**src/rtl/id_ex_stage.sv**
```systemverilog
// id_ex_stage: RV32 decode, forwarding, load-use hazard detection and ID/EX pipeline register.
module id_ex_stage #(
   parameter int WORD_SIZE = 32,
   parameter int REG_ADDR  = 5
) (
   input  logic                 clk,
   input  logic                 rst,
   input  logic                 in_valid,
   input  logic [31:0]          in_instr,
   input  logic [WORD_SIZE-1:0] in_pc,
   output logic [REG_ADDR-1:0]  rs1_addr,
   output logic [REG_ADDR-1:0]  rs2_addr,
   input  logic [WORD_SIZE-1:0] rf_rs1,
   input  logic [WORD_SIZE-1:0] rf_rs2,
   input  logic                 ex_mem_valid,
   input  logic                 ex_mem_is_load,
   input  logic [REG_ADDR-1:0]  ex_mem_rd,
   input  logic [WORD_SIZE-1:0] ex_mem_data,
   input  logic                 mem_wb_valid,
   input  logic [REG_ADDR-1:0]  mem_wb_rd,
   input  logic [WORD_SIZE-1:0] mem_wb_data,
   input  logic                 ex_stall,
   input  logic                 flush,
   output logic                 stall_out,
   output logic                 ex_valid,
   output logic [6:0]           ex_opcode,
   output logic [6:0]           ex_funct7,
   output logic [2:0]           ex_funct3,
   output logic [WORD_SIZE-1:0] ex_alu_in1,
   output logic [WORD_SIZE-1:0] ex_alu_in2,
   output logic [WORD_SIZE-1:0] ex_store_data,
   output logic [REG_ADDR-1:0]  ex_rd,
   output logic [WORD_SIZE-1:0] ex_pc,
   output logic [WORD_SIZE-1:0] ex_branch_target,
   output logic                 ex_illegal
);
   localparam logic [6:0] OP = 7'b0110011, OPI = 7'b0010011, LD = 7'b0000011,
                          ST = 7'b0100011, BR = 7'b1100011, JAL = 7'b1101111;
   logic [6:0] opc;
   logic legal, use1, use2, lu1, lu2, hazard;
   logic [WORD_SIZE-1:0] imm_i, imm_s, imm_b, imm_j, src1, src2, in1, in2, sd, bt;
   logic [REG_ADDR-1:0] rd;
   assign opc = in_instr[6:0];
   assign rs1_addr = REG_ADDR'(in_instr[19:15]);
   assign rs2_addr = REG_ADDR'(in_instr[24:20]);
   assign imm_i = {{(WORD_SIZE-12){in_instr[31]}}, in_instr[31:20]};
   assign imm_s = {{(WORD_SIZE-12){in_instr[31]}}, in_instr[31:25], in_instr[11:7]};
   assign imm_b = {{(WORD_SIZE-13){in_instr[31]}}, in_instr[31], in_instr[7], in_instr[30:25], in_instr[11:8], 1'b0};
   assign imm_j = {{(WORD_SIZE-21){in_instr[31]}}, in_instr[31], in_instr[19:12], in_instr[20], in_instr[30:21], 1'b0};
   // A load still in EX/MEM has no data yet, so it is excluded from forwarding.
   assign src1 = rs1_addr == '0 ? '0
               : (ex_mem_valid && !ex_mem_is_load && ex_mem_rd == rs1_addr) ? ex_mem_data
               : (mem_wb_valid && mem_wb_rd == rs1_addr) ? mem_wb_data : rf_rs1;
   assign src2 = rs2_addr == '0 ? '0
               : (ex_mem_valid && !ex_mem_is_load && ex_mem_rd == rs2_addr) ? ex_mem_data
               : (mem_wb_valid && mem_wb_rd == rs2_addr) ? mem_wb_data : rf_rs2;
   assign use1 = opc != JAL;
   assign use2 = opc == OP || opc == ST || opc == BR;
   assign lu1 = rs1_addr != '0 && ((ex_valid && ex_opcode == LD && ex_rd == rs1_addr) ||
                                   (ex_mem_valid && ex_mem_is_load && ex_mem_rd == rs1_addr));
   assign lu2 = rs2_addr != '0 && ((ex_valid && ex_opcode == LD && ex_rd == rs2_addr) ||
                                   (ex_mem_valid && ex_mem_is_load && ex_mem_rd == rs2_addr));
   assign hazard = in_valid && ((use1 && lu1) || (use2 && lu2));
   assign stall_out = !rst && !flush && (hazard || ex_stall);
   always_comb begin
      legal = opc == OP || opc == OPI || opc == LD || opc == ST || opc == BR || opc == JAL;
      in1 = !legal ? '0 : opc == JAL ? in_pc + imm_j : src1;
      in2 = (!legal || opc == JAL) ? '0 : (opc == OPI || opc == LD) ? imm_i : opc == ST ? imm_s : src2;
      sd = opc == ST ? src2 : '0;
      bt = opc == BR ? in_pc + imm_b : '0;
      rd = (!legal || opc == ST || opc == BR) ? '0 : REG_ADDR'(in_instr[11:7]);
   end
   always_ff @(posedge clk) begin
      if (rst) begin
         ex_valid <= 1'b0;
         ex_illegal <= 1'b0;
         ex_opcode <= '0;
         ex_funct7 <= '0;
         ex_funct3 <= '0;
         ex_alu_in1 <= '0;
         ex_alu_in2 <= '0;
         ex_store_data <= '0;
         ex_rd <= '0;
         ex_pc <= '0;
         ex_branch_target <= '0;
      end else if (flush) begin
         ex_valid <= 1'b0;
      end else if (!ex_stall) begin
         if (hazard) begin
            ex_valid <= 1'b0;
            ex_illegal <= 1'b0;
         end else begin
            ex_valid <= in_valid;
            ex_illegal <= in_valid && !legal;
            ex_opcode <= opc;
            ex_funct7 <= in_instr[31:25];
            ex_funct3 <= in_instr[14:12];
            ex_alu_in1 <= in1;
            ex_alu_in2 <= in2;
            ex_store_data <= sd;
            ex_rd <= rd;
            ex_pc <= in_pc;
            ex_branch_target <= bt;
         end
      end
   end
endmodule

```
**config.mk**
```make
export PLATFORM = sky130hd
export DESIGN_NAME = id_ex_stage
export DESIGN_NICKNAME = d
export VERILOG_FILES = /design/src/rtl/id_ex_stage.sv
export SDC_FILE = /design/constraint.sdc
export NUM_CORES = 1
export LEC_CHECK = 0
export BUFFER_PORTS_ARGS = -buffer_cell sky130_fd_sc_hd__buf_4
export CAP_MARGIN = 20
export CORE_MARGIN = 2
export CORE_UTILIZATION = 35
export DETAILED_ROUTE_END_ITERATION = 7
export GPL_ROUTABILITY_DRIVEN = 1
export SKIP_CTS_REPAIR_TIMING = 1
export SLEW_MARGIN = 10
export SYNTH_ARGS = -nofsm -noshare
export SYNTH_HDL_FRONTEND = slang
export SYNTH_SLANG_ARGS = --single-unit
```
**constraint.sdc**
```tcl
create_clock -name clk -period 5.75 [get_ports clk]
set_clock_uncertainty 0.1 [all_clocks]
set_input_delay 0.575 -clock clk [delete_from_list [all_inputs] [get_ports clk]]
set_output_delay 0.575 -clock clk [all_outputs]
set_load 0.05 [all_outputs]
```
* Yosys cells after proc, flatten, opt, wreduce, memory -nomap -nowiden *
Cells that the tools add are included.

cells by class
  $add $sub $neg = 2
  eq/ne operators = 14
  multiplexer cells = 16
  bitwise logic cells = 3
  reductions and logical operators = 45

operator list
  kind                                                                   number
  32-bit two-way mux                                                     13
  32-bit adder                                                           2
  5-bit equality test                                                    6
  1-bit logical AND                                                      19
  1-bit logical OR                                                       15
  7-bit by 2-bit equality test with 1-bit output, second input constant  2
  7-bit by 6-bit equality test with 1-bit output, second input constant  2
  7-bit equality test, second input constant                             2
  5-bit logical NOT                                                      2
  5-bit nonzero test                                                     2
  7-bit by 5-bit equality test with 1-bit output, second input constant  1
  7-bit != test, second input constant                                   1
  5-bit two-way mux                                                      1
  1-bit logical NOT                                                      4
  1-bit NOT                                                              3
  3-bit AND reduction                                                    1
  1-bit two-way mux                                                      2
  2-bit AND reduction                                                    1
  2-bit OR reduction                                                     1

word-level totals
  flip-flop bits (word level) = 184
  bits of input ports = 210
  output and inout port bits = 195
  word-level logic and storage cells = 91

* Depth between registers and ports, before layout *
Gate-level depths: netlist of run 1.

  depth in word-level cells = 10
  gate-level depth with buffers = 11
  gate-level depth less buffers = 10

* Worst setup path before layout of run 1 *
No wires, ideal clock.

  path kind = reg2out
  start = register ex_opcode[0]
  end = output stall_out
  arrival = 2646 ps
  required time = 5075 ps
  setup slack = 2429 ps
  stages on the path, launching flop included = 8
  buffers on the path = 0
  cells stage by stage = dfxtp_1 > nor4bb_1 > and4b_1 > and4_1 > o211ai_2 > o21ai_0 > nor2_1 > nor3_1

on the way
  word-level cells in the longest chain between the ends = 10
  elaborated cells between the ends (all ways) = 14
  those cells by class = eq/ne (1); reduce/logical (13)

ends and longest elaborated chain
  element                                             RTL line  source
  from (decl)                                         26        output logic [6:0] ex_opcode,
  from (signal assigned)                              95        ex_opcode <= opc;
  7-bit by 2-bit equality test with 1-bit output (*)  59, 61
  1-bit logical AND (*)                               59, 61
  1-bit logical AND (on tied branches)                59, 61
  1-bit logical OR (on tied branches)                 59, 61
  1-bit logical AND (on tied branches)                59, 61
  1-bit logical AND                                   63        assign hazard = in_valid && ((use1 && lu1) || (use2 && lu2));
  1-bit logical OR (*)                                63
  1-bit logical AND (*)                               63
  1-bit logical OR (*)                                64        assign stall_out = !rst && !flush && (hazard || ex_stall);
  1-bit logical AND (*)                               64
  to (decl)                                           24        output logic stall_out,

Every way passes the cells marked *; elsewhere a longest branch is shown, timed or not.

* Worst setup path in the final report of run 1 *
  start = input in_instr[1]
  end = output stall_out

on the way
  word-level cells in the longest chain between the ends = 8
  elaborated cells between the ends (all ways) = 12
  those cells by class = eq/ne (4); reduce/logical (8)

ends and longest elaborated chain
  element                                         RTL line  source
  from (decl)                                     9         input logic [31:0] in_instr,
  7-bit by 6-bit equality test with 1-bit output  58        assign use2 = opc == OP || opc == ST || opc == BR;
  1-bit logical OR (2 in series)                  58
  1-bit logical AND                               63
  1-bit logical OR (*)                            63
  1-bit logical AND (*)                           63
  1-bit logical OR (*)                            64
  1-bit logical AND (*)                           64

Marked as above.

==> reports/results.ini, run 1 <==
[run_status]
outcome = complete, no violations

[worst_setup_path]
arrival_ps = 2770
path_max_fanout = 5
r2r-start = ex_opcode[0]
reg2reg_depth = 8
worstPathRequired_ps = 5080
startpoint_type = input port
reg2reg_slack_ps = 2460
critPathCaptureType = output pin
critPathKind = input port to output pin
r2r-end = ex_branch_target[1]

[final_layout]
final_nets = 2062
layout.cells.non_filler = 2261
antennaDiodeCount = 0
final_cell_area_sq_um = 15300
layout-drive-gt1-share = 0.267
syn_to_final_growth_pct = 33.2
utilization = 0.471

[power_and_ir_drop]
power_mw = 3.49
p_per_area_nw_per_um2 = 228
p_leak_nw = 6.42
vdd_drop_max_v = 0.000204

[global_routing]
grt_max_degree = 96
grt_pass1_wl_um = 72800
first_global_vias = 11767
antenna_found_initial = 0
grt_usage = 0.283
gr-total-overflow = 0

[route]
ant_nets = 0
first_pass_iters = 6
drc_errors = 0
wire_per_inst_um = 21.7
drtIter0Drc = 908
routed_wl_um = 49200
routed_via_density = 5.48
via_count = 12384

[synth]
synthTopCellsByArea = dfxtp_1 32%, a21oi_1 8.5%, nand2_1 7.5%
synth_top_area_frac = 0.321
seq_area_frac_synth = 0.321
avgSynthCellArea_sq_um = 7.76
synth_most_common_cell = nand2_1
async_reset_ff_frac = 0
yosys-top-cells-count = 229 x nand2_1, 194 x a21oi_1, 184 x dfxtp_1
syn_area_sq_um = 11500
synth_cell_types = 79
synth_warnings = 0
yosysTopAreaCell = dfxtp_1
netlist_instances = 1481
synth_nets = 1736
synth_flop_cell = dfxtp_1
synth_edf_count = 0
ys_seq_elements = 184

[die]
core_sq_um = 32500
die_w_um = 185
dieArea_sq_um = 34300
pin_count = 405
die_y_um = 185
start_util = 0.354
fp-row-count = 66

[clock_tree]
insertion_delay_ps = 440
cts_buffers = 17
cts_sinks = 184
clock_path_buffers = 2
clkTransAtPathRegs_ps = 70
cts_root_buf = clkbuf_16
cts_tree = built
htreeDepth = 4

[placement]
dp.cells = 2229
hpwl_um = 37800
placed_area_sq_um = 14600
portBuffers = 404
place.gp.congestion = 0.911

[run]
drv_cap = 0

[hold_path]
hold_start = flush
hold_path.class = input port to flop
hold-path-endpoint = ex_valid
min_delay_path_depth = 2

[sta]
slew_headroom = 0.288
timing_hold_violations_final = 0
setup_violations = 0
rsz0062_at_grt = false
fmax_ghz = 0.290
final.min_clock_period_ps = 3450
drv_slew = 0
worst_pin_slew_ps = 1070
fin_crit_sh = 0.599
tns_ps = 0

state kept, by name (all words and copies together) (netlist names):
register,cells
ex_alu_in1,32
ex_alu_in2,32
ex_branch_target,32
ex_funct3,3
ex_funct7,7
ex_illegal,1
ex_opcode,7
ex_pc,32
ex_rd,5
ex_store_data,32
ex_valid,1
worst max-delay path by stage:
stage,from,endpoint,slack (ps)
detailed placement,in_instr[1],ex_branch_target[1],1610
finish,in_instr[1],stall_out,2300
CTS,ex_opcode[0],ex_branch_target[1],2080
global placement,in_instr[1],ex_branch_target[2],1590
floorplan,ex_opcode[0],stall_out,2430
global route,in_instr[1],ex_branch_target[1],2120
where the power goes:
| group | internal, mW | switching, mW | total, mW |
|---|---|---|---|
| registers | 1.30 | 0.0146 | 1.31 |
| clock network | 0.733 | 0.570 | 1.30 |
| logic | 0.330 | 0.547 | 0.877 |
| total | 2.36 | 1.13 | 3.49 |
metrics by stage:
| stage | setup WS, ps | hold slack [ps] |
|---|---|---|
| 3_5_place_dp | 1610 | 340 |
| 2_1_floorplan | 2430 | 554 |
| 6_report | 2300 | 235 |
| 4_1_cts | 2080 | 211 |
| 5_1_grt | 2120 | 229 |
| 3_3_place_gp | 1590 | 336 |
cell type report:
type	instances	area [sq um]
Clock buffer	18	429
Clock inverter	13	194
Fill cell	3311	17200
Inverter	14	52.6
Multi-Input combinational cell	1170	7200
Sequential cell	184	3680
Tap cell	442	553
Timing Repair Buffer	420	3180
cells in the final DEF, fill, tap and decap left out, types with 5 or more instances in the layout:
master     count
buf_4        418
nand2_1      229
a21oi_1      194
dfxtp_1      184
nor2_1       127
mux2i_1       79
o21ai_0       71
nand3_1       43
o21ai_1       43
ha_1          43
xor2_1        40
xnor2_1       36
a22oi_1       27
a211oi_1      26
a21o_1        24
nor3_1        19
clkbuf_16     17
inv_1         14
a31oi_1       12
a22o_1        10
and2_1         9
o21bai_1       9
or3_1          8
o22ai_1        8
nor4_1         7
o211ai_1       7
a221oi_1       6
nor2b_1        5
per-layer routing:
layer,global-route usage,vias to the layer above,routed length (um)
met5,0,-,0
met4,0.0863,0,1390
met3,0.0574,63,3520
met2,0.482,496,23700
met1,0.359,5891,20600
li1,-,5934,-
critical path, cell delays in order:
cell,delay [ps]
buf_4,100
nand2_1,140
nor3_1,650
nand4b_2,300
o21ai_0,340
nor2_1,90
nor3_1,310
buf_4,270
kinds of logic (layout without fill, tap and decap cells):
family	after synthesis	count (layout)	share of synthesized area
buf+inv	127	465	0.0537
mux	83	83	0.0728
compound gates	482	482	0.258
simple gates	484	484	0.187
flops	184	184	0.321
xor+xnor	76	76	0.0579
fa+ha+maj	45	45	0.0503
Note: power is estimated with default switching activity, not from simulation.
==> inputs of run 2 (changes only) <==
==> constraint.sdc (replaced) <==
create_clock -name clk -period 3.4 [get_ports clk]
set_clock_uncertainty 0.1 [all_clocks]
set_input_delay 0.34 -clock clk [delete_from_list [all_inputs] [get_ports clk]]
set_output_delay 0.34 -clock clk [all_outputs]
set_load 0.05 [all_outputs]
==> reports/results.ini, run 2 (synthesis results as in run 1) <==
[power_and_ir_drop]
p_leak_nw = 6.56  ; was 6.42 nW
vdd_drop_max_v = 0.000366  ; was 0.000204 V
p_per_area_nw_per_um2 = 373  ; was 228 nW/um^2

[global_routing]
gr-total-overflow = 0  ; unchanged
antenna_found_initial = 0  ; unchanged
use_met2 = 0.476  ; was 0.482
first_global_vias = 11728  ; was 11767
grt_max_degree = 82  ; was 96
grt.busiest_layer = met2  ; unchanged
grt_use_met3 = 0.0458  ; was 0.0574
grt_pass1_wl_um = 72300  ; was 72800 um
grt_usage = 0.283  ; about the same
use_met1 = 0.362  ; was 0.359

[worst_setup_path]
worstPathRequired_ps = 2960  ; was 5080 ps
path_max_fanout = 3  ; was 5
arrival_ps = 2480  ; was 2770 ps
startpoint_type = flop  ; was input port
critPathCaptureType = output pin  ; unchanged
critPathKind = flop to output pin  ; was input port to output pin

[route]
drtIter0Drc = 920  ; was 908
wire_per_inst_um = 21.5  ; was 21.7 um
via_count = 12431  ; was 12384
drc_errors = 0  ; unchanged
routed_via_density = 5.42  ; was 5.48
ant_nets = 0  ; unchanged
routed_wl_um = 49400  ; was 49200 um
first_pass_iters = 5  ; was 6

[final_layout]
final_cell_mix = 445 x buf_4, 229 x nand2_1, 194 x a21oi_1, 184 x dfxtp_1, 127 x nor2_1  ; was 418 x buf_4, 229 x nand2_1, 194 x a21oi_1, 184 x dfxtp_1, 127 x nor2_1
antennaDiodeCount = 0  ; unchanged
final_common_cell = buf_4  ; unchanged
syn_to_final_growth_pct = 35.1  ; was 33.2%
layout-drive-gt1-share = 0.279  ; was 0.267
final_nets = 2092  ; was 2062
final_cell_area_sq_um = 15500  ; was 15300 sq um

[placement]
place_ws_ps = 240  ; was 1610 ps
place.gp.congestion = 0.933  ; was 0.911
hpwl_um = 38800  ; was 37800 um
placed_area_sq_um = 14900  ; was 14600 sq um
portBuffers = 404  ; unchanged

[die]
fp-row-count = 66  ; unchanged
die_y_um = 185  ; unchanged
dieArea_sq_um = 34300  ; unchanged
pin_count = 405  ; unchanged
die_w_um = 185  ; unchanged
core_sq_um = 32500  ; unchanged
start_util = 0.354  ; unchanged

[sta]
fin_ws_ps = 482  ; was 2300 ps
setup_violations = 0  ; unchanged
drv_slew = 0  ; unchanged
fmax_ghz = 0.343
timing_hold_violations_final = 0  ; unchanged
rsz0062_at_grt = false  ; unchanged
worst_pin_slew_ps = 728  ; was 1070 ps
slew_headroom = 0.513  ; was 0.288
final.min_clock_period_ps = 2920
tns_ps = 0  ; unchanged
fin_crit_sh = 0.858

[run_status]
outcome = complete, no violations  ; unchanged

[run]
drv_cap = 0  ; unchanged

[clock_tree]
cts_buffers = 17  ; unchanged
cts_root_buf = clkbuf_16  ; unchanged
clock_path_buffers = 2  ; unchanged
clkTransAtPathRegs_ps = 80  ; was 70 ps
insertion_delay_ps = 460  ; was 440 ps
cts_tree = built  ; unchanged
cts_sinks = 184  ; unchanged
htreeDepth = 4  ; unchanged

[hold_path]
hold_path.class = input port to flop  ; unchanged

==> run 2: cell types whose count changed in the layout (fill, tap and decap cells not counted), sizes merged <==
| cell | before | now |
|---|---|---|
| buf | 420 | 449 |
| clkinv | 2 | 5 |
| dlygate4sd3 | 0 | 1 |
| bufinv | 4 | 1 |
| clkinvlp | 3 | 1 |
| inv | 18 | 20 |
| clkbuf | 18 | 19 |
==> run 2: path summary, 6_finish.rpt <==
check,from,end,slack [ps],cells past startpoint
max,ex_opcode[0],stall_out,480,8
min,in_pc[9],ex_pc[9],40,3
max reg2reg,ex_opcode[0],ex_store_data[16],570,9
min reg2reg,ex_alu_in2[24],ex_alu_in2[24],350,2
==> run 2: critical path, stage by stage (launching register included) <==
cell      delay [ps]
dfxtp_1          370
nor4bb_1         280
and4b_1          310
and4_1           250
o211ai_2         140
o21ai_0          150
nor2_1            70
nor3_1           190
buf_4            260
==> run 2: through the flow <==
stage,hold WS [ps],total power [mW],cells,util
final,38.5,5.79,2292,0.478
after global routing,47.8,6.02,2292,0.478
after CTS,-45.4,5.83,2291,0.478
after detailed placement,340,3.77,2259,0.460
after global placement,336,3.77,2259,0.460
after floorplan,319,3.16,1481,-
==> run 2: cell type report <==
| cell class | count | area (sq um) |
|---|---|---|
| timing repair buffer | 450 | 3430 |
| clock inverter | 13 | 138 |
| fill | 3284 | 16900 |
| inverter | 14 | 52.6 |
| multi-input combinational | 1170 | 7200 |
| sequential | 184 | 3680 |
| clock buffer | 19 | 453 |
| tap | 442 | 553 |
==> run 2: where the power goes <==
part	internal, mW	switching [mW]
clock network	1.07	0.979
registers	2.19	0.0247
logic	0.583	0.935
total	3.85	1.94
==> run 2: per-layer routing <==
| metal | part of all wire | vias to the layer above |
|---|---|---|
| li1 | - | 5997 |
| met1 | 0.43 | 5819 |
| met2 | 0.47 | 532 |
| met3 | 0.067 | 83 |
| met4 | 0.033 | 0 |
| met5 | 0 | - |
==> inputs of run 3 (changes only) <==
--- a/config.mk
+++ b/config.mk
@@ -5,10 +5,12 @@
 export SDC_FILE = /design/constraint.sdc
 export NUM_CORES = 1
 export LEC_CHECK = 0
+export ABC_AREA = 1
 export BUFFER_PORTS_ARGS = -buffer_cell sky130_fd_sc_hd__buf_4
 export CAP_MARGIN = 20
 export CORE_MARGIN = 2
 export CORE_UTILIZATION = 35
+export CTS_CLUSTER_SIZE = 14
 export DETAILED_ROUTE_END_ITERATION = 7
 export GPL_ROUTABILITY_DRIVEN = 1
 export SKIP_CTS_REPAIR_TIMING = 1
==> constraint.sdc (replaced) <==
create_clock -name clk -period 3.5 [get_ports clk]
set_clock_uncertainty 0.1 [all_clocks]
set_input_delay 0.35 -clock clk [delete_from_list [all_inputs] [get_ports clk]]
set_output_delay 0.35 -clock clk [all_outputs]
set_load 0.05 [all_outputs]
==> reports/results.ini, run 3 <==
[run_status]
outcome = complete, no violations  ; unchanged

[clock_tree]
cts_root_buf = clkbuf_16  ; unchanged
clock_path_buffers = 2  ; unchanged
insertion_delay_ps = 470  ; was 460 ps
htreeDepth = 4  ; unchanged
clkTransAtPathRegs_ps = 80  ; about the same
cts_buffers = 17  ; unchanged
cts_tree = built  ; unchanged
cts_sinks = 184  ; unchanged

[sta]
rsz0062_at_grt = false  ; unchanged
worst_pin_slew_ps = 861  ; was 728 ps
timing_hold_violations_final = 0  ; unchanged
fin_crit_sh = 0.789
tns_ps = 0  ; unchanged
fmax_ghz = 0.362
slew_headroom = 0.424  ; was 0.513
final.min_clock_period_ps = 2760
drv_slew = 0  ; unchanged
setup_violations = 0  ; unchanged

[synth]
synth_adder_area_share = 0.0417  ; was 0.0503
synthTopCellsByArea = dfxtp_1 27%, nand2_1 23%, nand3_1 9.9%  ; was dfxtp_1 32%, a21oi_1 8.5%, nand2_1 7.5%
ys_seq_elements = 184  ; unchanged
synth_nets = 2651  ; was 1736
syn_area_sq_um = 13900  ; was 11500 sq um
synth_compound_area_frac = 0.104  ; was 0.258
synth.mux.area_fraction = 0  ; was 0.0728
synth_top_area_frac = 0.266  ; was 0.321
synth_edf_count = 0  ; unchanged
synth_top_family_by_area = simple AND/OR/NAND/NOR gates  ; was compound AO/OA/AOI/OAI gates
synth_most_common_cell = nand2_1  ; unchanged
synth_cell_types = 36  ; was 79
seq_area_frac_synth = 0.266  ; was 0.321
async_reset_ff_frac = 0  ; unchanged
synth_flop_cell = dfxtp_1  ; unchanged
synth_xor_xnor_area_share = 0.0253  ; was 0.0579
synthSimpleGateAreaFrac = 0.443  ; was 0.187
synth_warnings = 0  ; unchanged
netlist_instances = 2396  ; was 1481
avgSynthCellArea_sq_um = 5.78  ; was 7.76 sq um
yosysTopAreaCell = dfxtp_1  ; unchanged
yosys-top-cells-count = 833 x nand2_1, 275 x nand3_1, 258 x inv_1  ; was 229 x nand2_1, 194 x a21oi_1, 184 x dfxtp_1

[final_layout]
layout-drive-gt1-share = 0.181  ; was 0.279
final_nets = 2974  ; was 2092
layout.cells.non_filler = 3253  ; was 2292
final_cell_mix = 833 x nand2_1, 431 x buf_4, 274 x nand3_1, 258 x inv_1, 225 x a21oi_1  ; was 445 x buf_4, 229 x nand2_1, 194 x a21oi_1, 184 x dfxtp_1, 127 x nor2_1
syn_to_final_growth_pct = 28.7  ; was 35.1%
final_cell_area_sq_um = 17800  ; was 15500 sq um
final_common_cell = nand2_1  ; was buf_4

[worst_setup_path]
startpoint_type = flop  ; unchanged
crit_chain = xnor2_1 -> nand2_1 -> nor2_1 -> nand3_1 -> nand2_1 -> nand2_1 -> nand2_1 -> nand2_2 -> a21boi_0 -> buf_4  ; was nor4bb_1 -> and4b_1 -> and4_1 -> o211ai_2 -> o21ai_0 -> nor2_1 -> nor3_1 -> buf_4
cpMaxStageDelayCell = dfxtp_1  ; unchanged
critPathMaxStageDelay_ps = 500  ; was 370 ps
r2r-end = ex_alu_in1[1]  ; was ex_store_data[16]
critPathKind = flop to output pin  ; unchanged
r2r-start = ex_rd[0]  ; was ex_opcode[0]
reg2reg_slack_ps = 800  ; was 570 ps
worstPathRequired_ps = 3050  ; was 2960 ps
path_max_fanout = 4  ; was 3
reg2reg_depth = 13  ; was 9
crit_path_start = ex_rd[0]  ; was ex_opcode[0]
critPathCaptureType = output pin  ; unchanged
crit_path_end = stall_out  ; unchanged
path_common_cell = nand2_1
arrival_ps = 2310  ; was 2480 ps

[route]
routed_wl_um = 68600  ; was 49400 um
wire_per_inst_um = 21.1  ; was 21.5 um
via_count = 17214  ; was 12431
first_pass_iters = 7  ; was 5
drtIter0Drc = 1402  ; was 920
ant_nets = 0  ; unchanged
routed_via_density = 5.29  ; was 5.42
drc_errors = 0  ; unchanged

[global_routing]
antenna_found_initial = 5  ; was 0
grt_pass1_wl_um = 99900  ; was 72300 um
grt_max_degree = 151  ; was 82
grt_usage = 0.324  ; was 0.283
first_global_vias = 16274  ; was 11728
gr-total-overflow = 0  ; unchanged

[power_and_ir_drop]
p_leak_nw = 8.98  ; was 6.56 nW
power_mw = 5.84  ; was 5.79 mW
vdd_drop_max_v = 0.000368  ; was 0.000366 V
p_per_area_nw_per_um2 = 327  ; was 373 nW/um^2

[die]
start_util = 0.357  ; was 0.354
fp-row-count = 72  ; was 66
die_w_um = 203  ; was 185 um
die_y_um = 203  ; was 185 um
pin_count = 405  ; unchanged
dieArea_sq_um = 41200  ; was 34300 sq um
core_sq_um = 38800  ; was 32500 sq um

[hold_path]
hold_path.class = input port to flop  ; unchanged

[placement]
placed_area_sq_um = 17300  ; was 14900 sq um
dp.cells = 3218  ; was 2259
place.gp.congestion = 0.975  ; was 0.933
hpwl_um = 54700  ; was 38800 um
portBuffers = 404  ; unchanged

[run]
drv_cap = 0  ; unchanged

-- run 3: changes by cell type after synthesis, sizes merged, moves of 22 or more --
cell    change
a211oi     -27
nand3     +233
a22oi      -27
inv       +249
clkbuf     +27
mux2i      -79
o21ai      -66
a21oi      +29
nand4      +99
nor2       +70
a21o       -22
nand2     +605
-- run 3: final cells by class --
cell class,instances,area (sq um)
clock buffers,21,450
clock inverters,10,114
inverters,267,1000
multi-input cells,1811,8560
diodes,4,10.0
repair buffers,438,3380
well taps,518,648
fillers,4311,21000
flip-flops and latches,184,3680
-- run 3: worst min path at each step --
stage | depth (start not counted) | endpoint | start
5_1_grt | 3 | ex_pc[9] | in_pc[9]
6_report | 3 | ex_pc[24] | in_pc[24]
2_1_floorplan | 2 | ex_funct3[0] | in_instr[12]
4_1_cts | 3 | ex_pc[10] | in_pc[10]
3_3_place_gp | 2 | ex_pc[26] | ex_pc[26]
3_5_place_dp | 2 | ex_store_data[19] | ex_store_data[19]
-- run 3: power by group --
group | internal, mW | switching [mW]
combinational | 0.558 | 1.19
sequential | 2.13 | 0.0212
clock | 1.01 | 0.929
total | 3.70 | 2.14
-- run 3: routing by layer --
metal | track usage | part of all wire
met2 | 0.566 | 0.49
met1 | 0.392 | 0.40
met4 | 0.132 | 0.039
met3 | 0.0578 | 0.074
met5 | 0 | 0.00012
-- run 3: critical path, delay by kind of cell (launching register included) --
kind / cells / cell delay [ps]
AND/OR/NAND/NOR: 7 / 620
flip-flops: 1 / 500
XOR/XNOR: 1 / 170
AO/OA/AOI/OAI: 1 / 280
buffers and inverters: 1 / 260
-- run 3: logic make-up after synthesis --
logic type | after synthesis
buf+inv | 401
compound gates | 283
fa+ha+maj | 45
flops | 184
xor+xnor | 40
simple gates | 1443
-- run 3: through the flow --
stage / utilization / hold slack (ps) / setup WS, ps
final: 0.460 / 49.2 / 739
after global placement: 0.445 / 354 / 391
after CTS: 0.459 / 39.3 / 720
after detailed placement: 0.445 / 356 / 381
after floorplan: - / 393 / 617
after global routing: 0.459 / 45.1 / 545
